**src/rtl/fir_ctrl_pkg.sv**
```systemverilog
// Shared definitions for the FIR decimator control path: state encoding,
// ratio width and the ratio legality check.
package fir_ctrl_pkg;

  localparam int DS_NUM_W = 8;

  localparam logic [2:0] IDLE   = 3'd0;
  localparam logic [2:0] SETTLE = 3'd1;
  localparam logic [2:0] RUN    = 3'd2;
  localparam logic [2:0] DRAIN  = 3'd3;
  localparam logic [2:0] APPLY  = 3'd4;

  typedef enum logic [2:0] {
    ST_IDLE   = IDLE,
    ST_SETTLE = SETTLE,
    ST_RUN    = RUN,
    ST_DRAIN  = DRAIN,
    ST_APPLY  = APPLY
  } state_e;

  function automatic logic ds_legal(input logic [DS_NUM_W-1:0] ds, input int max_ds);
    return int'(ds) <= max_ds;
  endfunction

endpackage

```
**src/rtl/fir_out_gate.sv**
```systemverilog
// Output register between the FIR and the packer; valid is blanked unless
// the scheduler opens the gate, data is always a one-cycle copy.
module fir_out_gate #(
  parameter int DATA_WIDTH = 16
) (
  input  logic                  clk_i,
  input  logic                  rst_i,
  input  logic                  pass_i,
  input  logic                  vld_i,
  input  logic [DATA_WIDTH-1:0] data_i,
  output logic                  vld_o,
  output logic [DATA_WIDTH-1:0] data_o
);

  logic                  vld_p1;
  logic [DATA_WIDTH-1:0] data_p1;

  // p0 -> p1: single register stage
  always_ff @(posedge clk_i) begin
    if (!rst_i) begin
      vld_p1  <= 1'b0;
      data_p1 <= '0;
    end else begin
      vld_p1  <= vld_i & pass_i;
      data_p1 <= data_i;
    end
  end

  assign vld_o  = vld_p1;
  assign data_o = data_p1;

endmodule

```
**src/rtl/fir_cfg_scheduler.sv**
```systemverilog
// Sequences FIR start and down-sample ratio changes, draining and settling the
// filter around each change. Define FIR_CFG_STAT_EN to add statistics counters.
module fir_cfg_scheduler
  import fir_ctrl_pkg::*;
#(
  parameter real TCQ            = 0.1,
  parameter int  DATA_WIDTH     = 16,
  parameter int  DRAIN_CYCLES   = 8,
  parameter int  SETTLE_SAMPLES = 32,
  parameter int  MAX_DS_NUM     = 31
) (
  input  logic                  clk_i,
  input  logic                  rst_i,
  input  logic                  laser_start_i,
  input  logic                  cfg_vld_i,
  input  logic [DS_NUM_W-1:0]   cfg_ds_num_i,
  output logic                  cfg_rdy_o,
  output logic                  cfg_busy_o,
  output logic                  cfg_done_o,
  output logic                  cfg_err_o,
  output logic                  fir_laser_start_o,
  output logic [DS_NUM_W-1:0]   fir_down_sample_num_o,
`ifdef FIR_CFG_STAT_EN
  output logic [15:0]           stat_reconfig_cnt_o,
  output logic [31:0]           stat_blank_cnt_o,
`endif
  input  logic                  lp_laser_vld_i,
  input  logic [DATA_WIDTH-1:0] lp_laser_data_i,
  output logic                  laser_vld_o,
  output logic [DATA_WIDTH-1:0] laser_data_o
);

  localparam int SET_W = $clog2(SETTLE_SAMPLES + 1);

  if (TCQ < 0.0 || DRAIN_CYCLES < 1 || DRAIN_CYCLES > 255 || SETTLE_SAMPLES < 1 ||
      SETTLE_SAMPLES > 1023 || MAX_DS_NUM > 255) begin : g_param_check
    $error("fir_cfg_scheduler: parameter out of range");
  end

  state_e              state;
  logic [DS_NUM_W-1:0] pend_ds;
  logic [SET_W-1:0]    settle_cnt;
  logic [7:0]          drain_cnt;
  logic                from_apply;
  logic                cfg_acc;
  logic                cfg_ok;
  logic                settle_last;

  assign cfg_acc     = cfg_vld_i & cfg_rdy_o;
  assign cfg_ok      = ds_legal(cfg_ds_num_i, MAX_DS_NUM);
  assign settle_last = (state == ST_SETTLE) && lp_laser_vld_i &&
                       (settle_cnt == SET_W'(SETTLE_SAMPLES - 1));

  always_ff @(posedge clk_i) begin
    if (!rst_i) begin
      state                 <= ST_IDLE;
      pend_ds               <= '0;
      settle_cnt            <= '0;
      drain_cnt             <= '0;
      from_apply            <= 1'b0;
      cfg_rdy_o             <= 1'b1;
      cfg_busy_o            <= 1'b0;
      cfg_done_o            <= 1'b0;
      cfg_err_o             <= 1'b0;
      fir_laser_start_o     <= 1'b0;
      fir_down_sample_num_o <= '0;
    end else begin
      cfg_done_o <= 1'b0;
      cfg_err_o  <= cfg_acc & ~cfg_ok;
      if (state != ST_IDLE && !laser_start_i) begin
        // Stream stopped: any reconfiguration in flight completes immediately.
        state             <= ST_IDLE;
        fir_laser_start_o <= 1'b0;
        cfg_rdy_o         <= 1'b1;
        cfg_busy_o        <= 1'b0;
        settle_cnt        <= '0;
        drain_cnt         <= '0;
        from_apply        <= 1'b0;
        if (cfg_busy_o) begin
          fir_down_sample_num_o <= pend_ds;
          cfg_done_o            <= 1'b1;
        end else if (cfg_acc && cfg_ok) begin
          fir_down_sample_num_o <= cfg_ds_num_i;
          cfg_done_o            <= 1'b1;
        end
      end else begin
        case (state)
          ST_IDLE: begin
            if (cfg_acc && cfg_ok) begin
              fir_down_sample_num_o <= cfg_ds_num_i;
              cfg_done_o            <= 1'b1;
            end
            if (laser_start_i) begin
              state             <= ST_SETTLE;
              fir_laser_start_o <= 1'b1;
              cfg_rdy_o         <= 1'b0;
              settle_cnt        <= '0;
              from_apply        <= 1'b0;
            end
          end
          ST_SETTLE: begin
            if (settle_last) begin
              state      <= ST_RUN;
              cfg_rdy_o  <= 1'b1;
              settle_cnt <= '0;
              from_apply <= 1'b0;
              if (from_apply) begin
                cfg_done_o <= 1'b1;
                cfg_busy_o <= 1'b0;
              end
            end else if (lp_laser_vld_i) begin
              settle_cnt <= settle_cnt + 1'b1;
            end
          end
          ST_RUN: begin
            if (cfg_acc && cfg_ok) begin
              if (cfg_ds_num_i == fir_down_sample_num_o) begin
                cfg_done_o <= 1'b1;
              end else begin
                pend_ds           <= cfg_ds_num_i;
                cfg_busy_o        <= 1'b1;
                cfg_rdy_o         <= 1'b0;
                fir_laser_start_o <= 1'b0;
                drain_cnt         <= 8'(DRAIN_CYCLES - 1);
                state             <= ST_DRAIN;
              end
            end
          end
          ST_DRAIN: begin
            if (drain_cnt == '0) state <= ST_APPLY;
            else                 drain_cnt <= drain_cnt - 1'b1;
          end
          ST_APPLY: begin
            fir_down_sample_num_o <= pend_ds;
            fir_laser_start_o     <= 1'b1;
            settle_cnt            <= '0;
            from_apply            <= 1'b1;
            state                 <= ST_SETTLE;
          end
          default: state <= ST_IDLE;
        endcase
      end
    end
  end

`ifdef FIR_CFG_STAT_EN
  always_ff @(posedge clk_i) begin
    if (!rst_i) begin
      stat_reconfig_cnt_o <= '0;
      stat_blank_cnt_o    <= '0;
    end else begin
      if (laser_start_i && settle_last && from_apply && stat_reconfig_cnt_o != '1)
        stat_reconfig_cnt_o <= stat_reconfig_cnt_o + 1'b1;
      if (lp_laser_vld_i && (state == ST_SETTLE || state == ST_DRAIN) && stat_blank_cnt_o != '1)
        stat_blank_cnt_o <= stat_blank_cnt_o + 1'b1;
    end
  end
`endif

  fir_out_gate #(
    .DATA_WIDTH(DATA_WIDTH)
  ) u_out_gate (
    .clk_i (clk_i),
    .rst_i (rst_i),
    .pass_i(state == ST_RUN),
    .vld_i (lp_laser_vld_i),
    .data_i(lp_laser_data_i),
    .vld_o (laser_vld_o),
    .data_o(laser_data_o)
  );

endmodule

```
**config.mk**
```make
export PLATFORM = sky130hd
export DESIGN_NAME = fir_cfg_scheduler
export DESIGN_NICKNAME = d
export VERILOG_FILES = /design/src/rtl/fir_ctrl_pkg.sv /design/src/rtl/fir_out_gate.sv /design/src/rtl/fir_cfg_scheduler.sv
export SDC_FILE = /design/constraint.sdc
export NUM_CORES = 1
export LEC_CHECK = 0
export CAP_MARGIN = 40
export CORE_MARGIN = 2
export CORE_UTILIZATION = 42
export CTS_CLUSTER_SIZE = 10
export DETAILED_ROUTE_END_ITERATION = 8
export GPL_ROUTABILITY_DRIVEN = 0
export PLACE_DENSITY = 0.74
export SLEW_MARGIN = 20
export SYNTH_ARGS = -nofsm -noshare
export SYNTH_HDL_FRONTEND = slang
export SYNTH_SLANG_ARGS = --single-unit
```
**constraint.sdc**
```tcl
create_clock -name clk_i -period 2.09 [get_ports clk_i]
set_input_delay 0.418 -clock clk_i [delete_from_list [all_inputs] [get_ports clk_i]]
set_output_delay 0.418 -clock clk_i [all_outputs]
set_load 0.03 [all_outputs]
```
==> impl_metrics.toml, run 1 <==
[worst_setup_path]
path_cells = "clkdlybuf4s50_1, buf_4, xnor2_1, nand4_1, o211ai_4, or2_1, mux2i_1"
path_buf_inv = 2
cp_data_required_time_ns = 2.33
cp-end-kind = "flop"
cp_max_fo = 8
critPathMaxStageDelay_ns = 0.42
cpLargestDelayFamily = "buffers and inverters"
crit_arrival_ns = 2.15
cp-start-kind = "input pin"
cpMaxStageDelayCell = "clkdlybuf4s50_1"
path_class = "in -> reg"

[drt]
drt-total-wl_mm = 5.21
drc = 0
first_iter_violations = 97
drtAntennaViolNets = 0
dr_total_vias = 2030
avgRoutedWirePerCell_um = 12.9
vias_per_cell = 5.04
drt-pass1-iter-count = 6

[final_layout]
final_common_cell = "clkdlybuf4s50_1"
area_growth_syn_to_layout_pct = 36.8
fill_cells = 478
layout-drive-gt1-share_pct = 13.3
diodes = 0
postLayoutCellArea_sq_um = 3290
nets = 362
utilization_pct = 59.7
most-common-layout-cells = "58 x clkdlybuf4s50_1, 56 x dfxtp_1, 24 x buf_4, 21 x nor2_1, 20 x nand2_1"

[status]
outcome = "complete, no violations"

[synth]
ys_seq_area_share_pct = 46.6
synthCells = 253
async_flop_share_pct = 0
syn_nets = 285
avgSynthCellArea_sq_um = 9.51
synth_edf_count = 0
yosysWarnings = 0
synth_cell_types = 52
ys.flop_type = "dfxtp_1"
yosys_register_bits = 56
netlist_area_sq_um = 2400

[placement]
placed_area_sq_um = 3190
place_hpwl_mm = 4.00
dp_slack_ns = -0.149
portBuffers = 58

[global_route]
grt_pass1_wl_mm = 8.91
grtUsageMet3_pct = 3.51
antenna_found_initial = 0
grt-ovfl-total = 0
grt.busiest_layer = "met2"
grtUsageMet2_pct = 29.6
grt_max_degree = 26
grtUsageMet1_pct = 22.1
grt_use_total_pct = 17.4
grt_pass1_vias = 1944

[timing]
post-route-period-util_pct = 91.3
setup_slack_ns = 0.183
finalMaxSlewViolations = 0
min_period_ns = 1.91
fmax_mhz = 524
finalSetupViolations = 0
holdWs_ns = 0.467
rsz0062_at_grt = "no"
fin_skew_ns = 0.0100
worstMarginPinSlew_ns = 0.521
finalHoldViolCount = 0
maxSlewHeadroom_pct = 65.2

[hold_path]
hold_class = "reg -> reg"

[die]
fp.dieH_um = 79.7
die_w_um = 79.7
rows = 27
initial_core_util_pct = 43.7
coreArea_sq_um = 5510
dieArea_sq_um = 6350
ios = 59

[clock_tree]
cts-hold-fix-buffers = 0
clockRootBuffer = "clkbuf_8"
clock-sinks = 56
h-tree-depth = 2
cts_resized = 0
cts_tree = "done"
cts_buffers = 5
clock_latency_ns = 0.31
clkTransAtPathRegs_ns = 0.10
post_cts_buffers = 0
clockBufferDepth = 2

[power]
power_per_cell_area_nw_per_um2 = 641
finalPower_mw = 2.11
ir_worst_vdd_mv = 0.286
leakage_nw = 1.31

[flow_run]
cap_violations = 0
-- Yosys cell counts (3+ instances only) --
cell / count / area, sq um
nand2_1: 20 / 75.1
dfxtp_1: 56 / 1120
clkbuf_1: 7 / 26.3
a22oi_1: 4 / 30.0
nand4_1: 5 / 31.3
ha_1: 3 / 37.5
nor2b_1: 4 / 25.0
o21ai_1: 7 / 35.0
o211a_1: 3 / 30.0
xor2_1: 7 / 61.3
nand3_1: 6 / 30.0
mux2i_1: 7 / 70.1
nor3_1: 10 / 50.1
a21oi_1: 9 / 45.0
o21ai_0: 6 / 30.0
inv_1: 4 / 15.0
xnor2_1: 9 / 78.8
and2_1: 18 / 113
nor2_1: 21 / 78.8
and3_1: 6 / 37.5
-- cell type report --
cell class	instances	area, sq um	share of cell area (%)
Tap cell	72	90.1	2.74
Timing Repair Buffer	82	761	23.1
Inverter	4	15.0	0.456
Multi-Input combinational cell	181	1210	36.7
Clock inverter	2	13.8	0.418
Clock buffer	6	82.6	2.51
Sequential cell	56	1120	34.1
-- tightest hold or removal path, delay by kind of cell, from the launching register on --
| family | cells | cell delay, ns |
|---|---|---|
| and+or+nand+nor | 1 | 0.05 |
| DFF | 1 | 0.32 |
| muxes | 1 | 0.05 |
-- cell families after synthesis --
kind of cell,share of synthesized area (%)
flops,46.6
compound gates,14.5
buf+inv,3.23
xor+xnor,5.83
fa+ha+maj,1.56
mux,2.91
simple gates,25.4
-- sequential cells by signal, indices dropped and copies added (netlist names) --
signal / count
cfg_busy_o: 1
cfg_done_o: 1
cfg_err_o: 1
cfg_rdy_o: 1
drain_cnt: 8
fir_down_sample_num_o: 8
fir_laser_start_o: 1
from_apply: 1
pend_ds: 8
settle_cnt: 6
state: 3
u_out_gate.data_o: 16
u_out_gate.vld_o: 1
-- stage by stage --
stage                     cells  TNS (ns)
after floorplan             253         0
after global placement      395    -0.366
after detailed placement    395     -1.19
after CTS                   403         0
after global routing        403         0
final                       403         0
-- layer usage --
metal | vias to the layer above | wire, um
met5 | - | 0
met4 | 0 | 76
met3 | 8 | 211
met2 | 44 | 2640
met1 | 944 | 2290
li1 | 1034 | -
-- report_power, final --
part	switching [mW]	internal, mW
Clock	0.359	0.272
Combinational	0.173	0.179
Sequential	0.0250	1.10
-- final timing paths --
path,from,end,slack (ns),cells past startpoint
setup reg to reg,settle_cnt[0],fir_laser_start_o,0.19,6
hold reg to reg,pend_ds[4],pend_ds[4],0.47,2
hold / removal,pend_ds[4],pend_ds[4],0.47,2
setup / recovery,cfg_ds_num_i[6],pend_ds[3],0.18,7
Power figures use the tool's default switching activity.
==> run 2, diff against run 1 <==
- GPL_TIMING_DRIVEN: unset -> 0
==> impl_metrics.toml, run 2 (synthesis results as in run 1) <==
[status]
outcome = "complete, no violations"

[final_layout]
final_common_cell = "clkdlybuf4s50_1"
nets = 349
largest_reg_flops = 16
area_growth_syn_to_layout_pct = 31.4
diodes = 0
most-common-layout-cells = "57 x clkdlybuf4s50_1, 56 x dfxtp_1, 21 x nor2_1, 20 x nand2_1, 18 x and2_1"
layout-drive-gt1-share_pct = 7.55
utilization_pct = 57.4

[die]
coreArea_sq_um = 5510
die_w_um = 79.7
rows = 27
ios = 59
dieArea_sq_um = 6350
fp.dieH_um = 79.7
initial_core_util_pct = 43.7

[power]
ir_worst_vdd_mv = 0.341
swShare_pct = 25.7
p_comb_share_pct = 16.0
leakage_nw = 1.21
power_per_cell_area_nw_per_um2 = 650
clkPwrFrac_pct = 29.5
p_int_mw = 1.53
seqPwrFrac_pct = 54.5
power_switching_mw = 0.528

[clock_tree]
h-tree-depth = 2
post_cts_buffers = 0
clockRootBuffer = "clkbuf_8"
cts-hold-fix-buffers = 0
cts_tree = "done"
clock_latency_ns = 0.31
cts_resized = 0
clockBufferDepth = 2
clock-sinks = 56
clkTransAtPathRegs_ns = 0.10
cts_buffers = 5

[timing]
post-route-period-util_pct = 91.7
rsz0062_at_grt = "no"
holdWs_ns = 0.472
fin_skew_ns = 0.0116
worstMarginPinSlew_ns = 0.559
finalHoldViolCount = 0
finalMaxSlewViolations = 0
maxSlewHeadroom_pct = 62.6
fmax_mhz = 522
finalSetupViolations = 0
min_period_ns = 1.92

[worst_setup_path]
path_cells = "clkdlybuf4s50_1, or3_4, nor2_8, o211ai_4, or2_1, buf_6, and3_1"
cp-end-kind = "flop"
cp_data_required_time_ns = 2.30
r2r_end = "fir_laser_start_o"
crit_arrival_ns = 2.13
cpMaxStageDelayCell = "or3_4"
cp_max_fo = 8
path_class = "in -> reg"
reg2reg_slack_ns = 0.19
critPathMaxStageDelay_ns = 0.45
reg2reg_depth = 6
cp-start-kind = "input pin"
reg2reg_from = "settle_cnt[0]"

[drt]
avgRoutedWirePerCell_um = 13.1
dr_total_vias = 1966
drt-total-wl_mm = 5.10
drc = 0
first_iter_violations = 97
drtAntennaViolNets = 0
drt-pass1-iter-count = 4
vias_per_cell = 5.04

[global_route]
grt_max_degree = 17
grt_use_total_pct = 16.7
grt_pass1_vias = 1863
antenna_found_initial = 0
grt_pass1_wl_mm = 8.50
grt-ovfl-total = 0

[hold_path]
holdPathEnd = "pend_ds[4]"
holdPathStages = 2
hold_class = "reg -> reg"
hp-start = "pend_ds[4]"

[placement]
place_hpwl_mm = 3.89
portBuffers = 57

[flow_run]
cap_violations = 0
## run 2: cell type report
type / count / area (sq um)
well taps: 72 / 90.1
clock buffers: 7 / 86.3
inverters: 4 / 15.0
multi-input cells: 181 / 1210
flip-flops and latches: 56 / 1120
clock inverters: 1 / 7.51
repair buffers: 57 / 571
plain buffers: 12 / 62.6
fillers: 519 / 2350
## run 2: worst max path at each step
stage	startpoint	end	slack, ns
after floorplan	settle_cnt[0]	fir_laser_start_o	0.37
after global placement	cfg_ds_num_i[5]	pend_ds[6]	-0.14
after detailed placement	cfg_ds_num_i[5]	pend_ds[6]	-0.16
after CTS	cfg_ds_num_i[5]	pend_ds[6]	0.17
after global routing	settle_cnt[0]	fir_laser_start_o	0.09
final	cfg_ds_num_i[5]	pend_ds[5]	0.17
## run 2: worst max-delay path, delay by kind of cell
family	cells	cell delay, ns
compound gates	1	0.13
buf+inv	2	0.59
simple gates	4	1.00
## run 2: power by group through the flow
| stage | clock (mW) | combinational, mW | sequential [mW] |
|---|---|---|---|
| after floorplan | 0 | 0.130 | 1.20 |
| after global placement | 0 | 0.327 | 1.15 |
| after detailed placement | 0 | 0.330 | 1.15 |
| after CTS | 0.624 | 0.331 | 1.12 |
| after global routing | 0.670 | 0.352 | 1.13 |
| final | 0.606 | 0.328 | 1.12 |
## run 2: stage by stage
| stage | worst slack [ns] | cell area [sq um] | power (mW) | std cells | TNS (ns) |
|---|---|---|---|---|---|
| floorplan | 0.373 | 2400 | 1.33 | 253 | 0 |
| global placement | -0.142 | 3070 | 1.47 | 382 | -1.10 |
| detailed placement | -0.158 | 3070 | 1.48 | 382 | -1.46 |
| CTS | 0.167 | 3160 | 2.08 | 390 | 0 |
| global route | 0.0858 | 3160 | 2.15 | 390 | 0 |
| finish | 0.174 | 3160 | 2.05 | 390 | 0 |
## run 2: layer usage
layer / track usage, % / vias up / part of all wire (%)
met5: 0 / - / 0
met4: 3.79 / 0 / 0.88
met3: 4.30 / 7 / 4.9
met2: 28.3 / 48 / 50
met1: 21.4 / 906 / 45
li1: - / 1005 / -
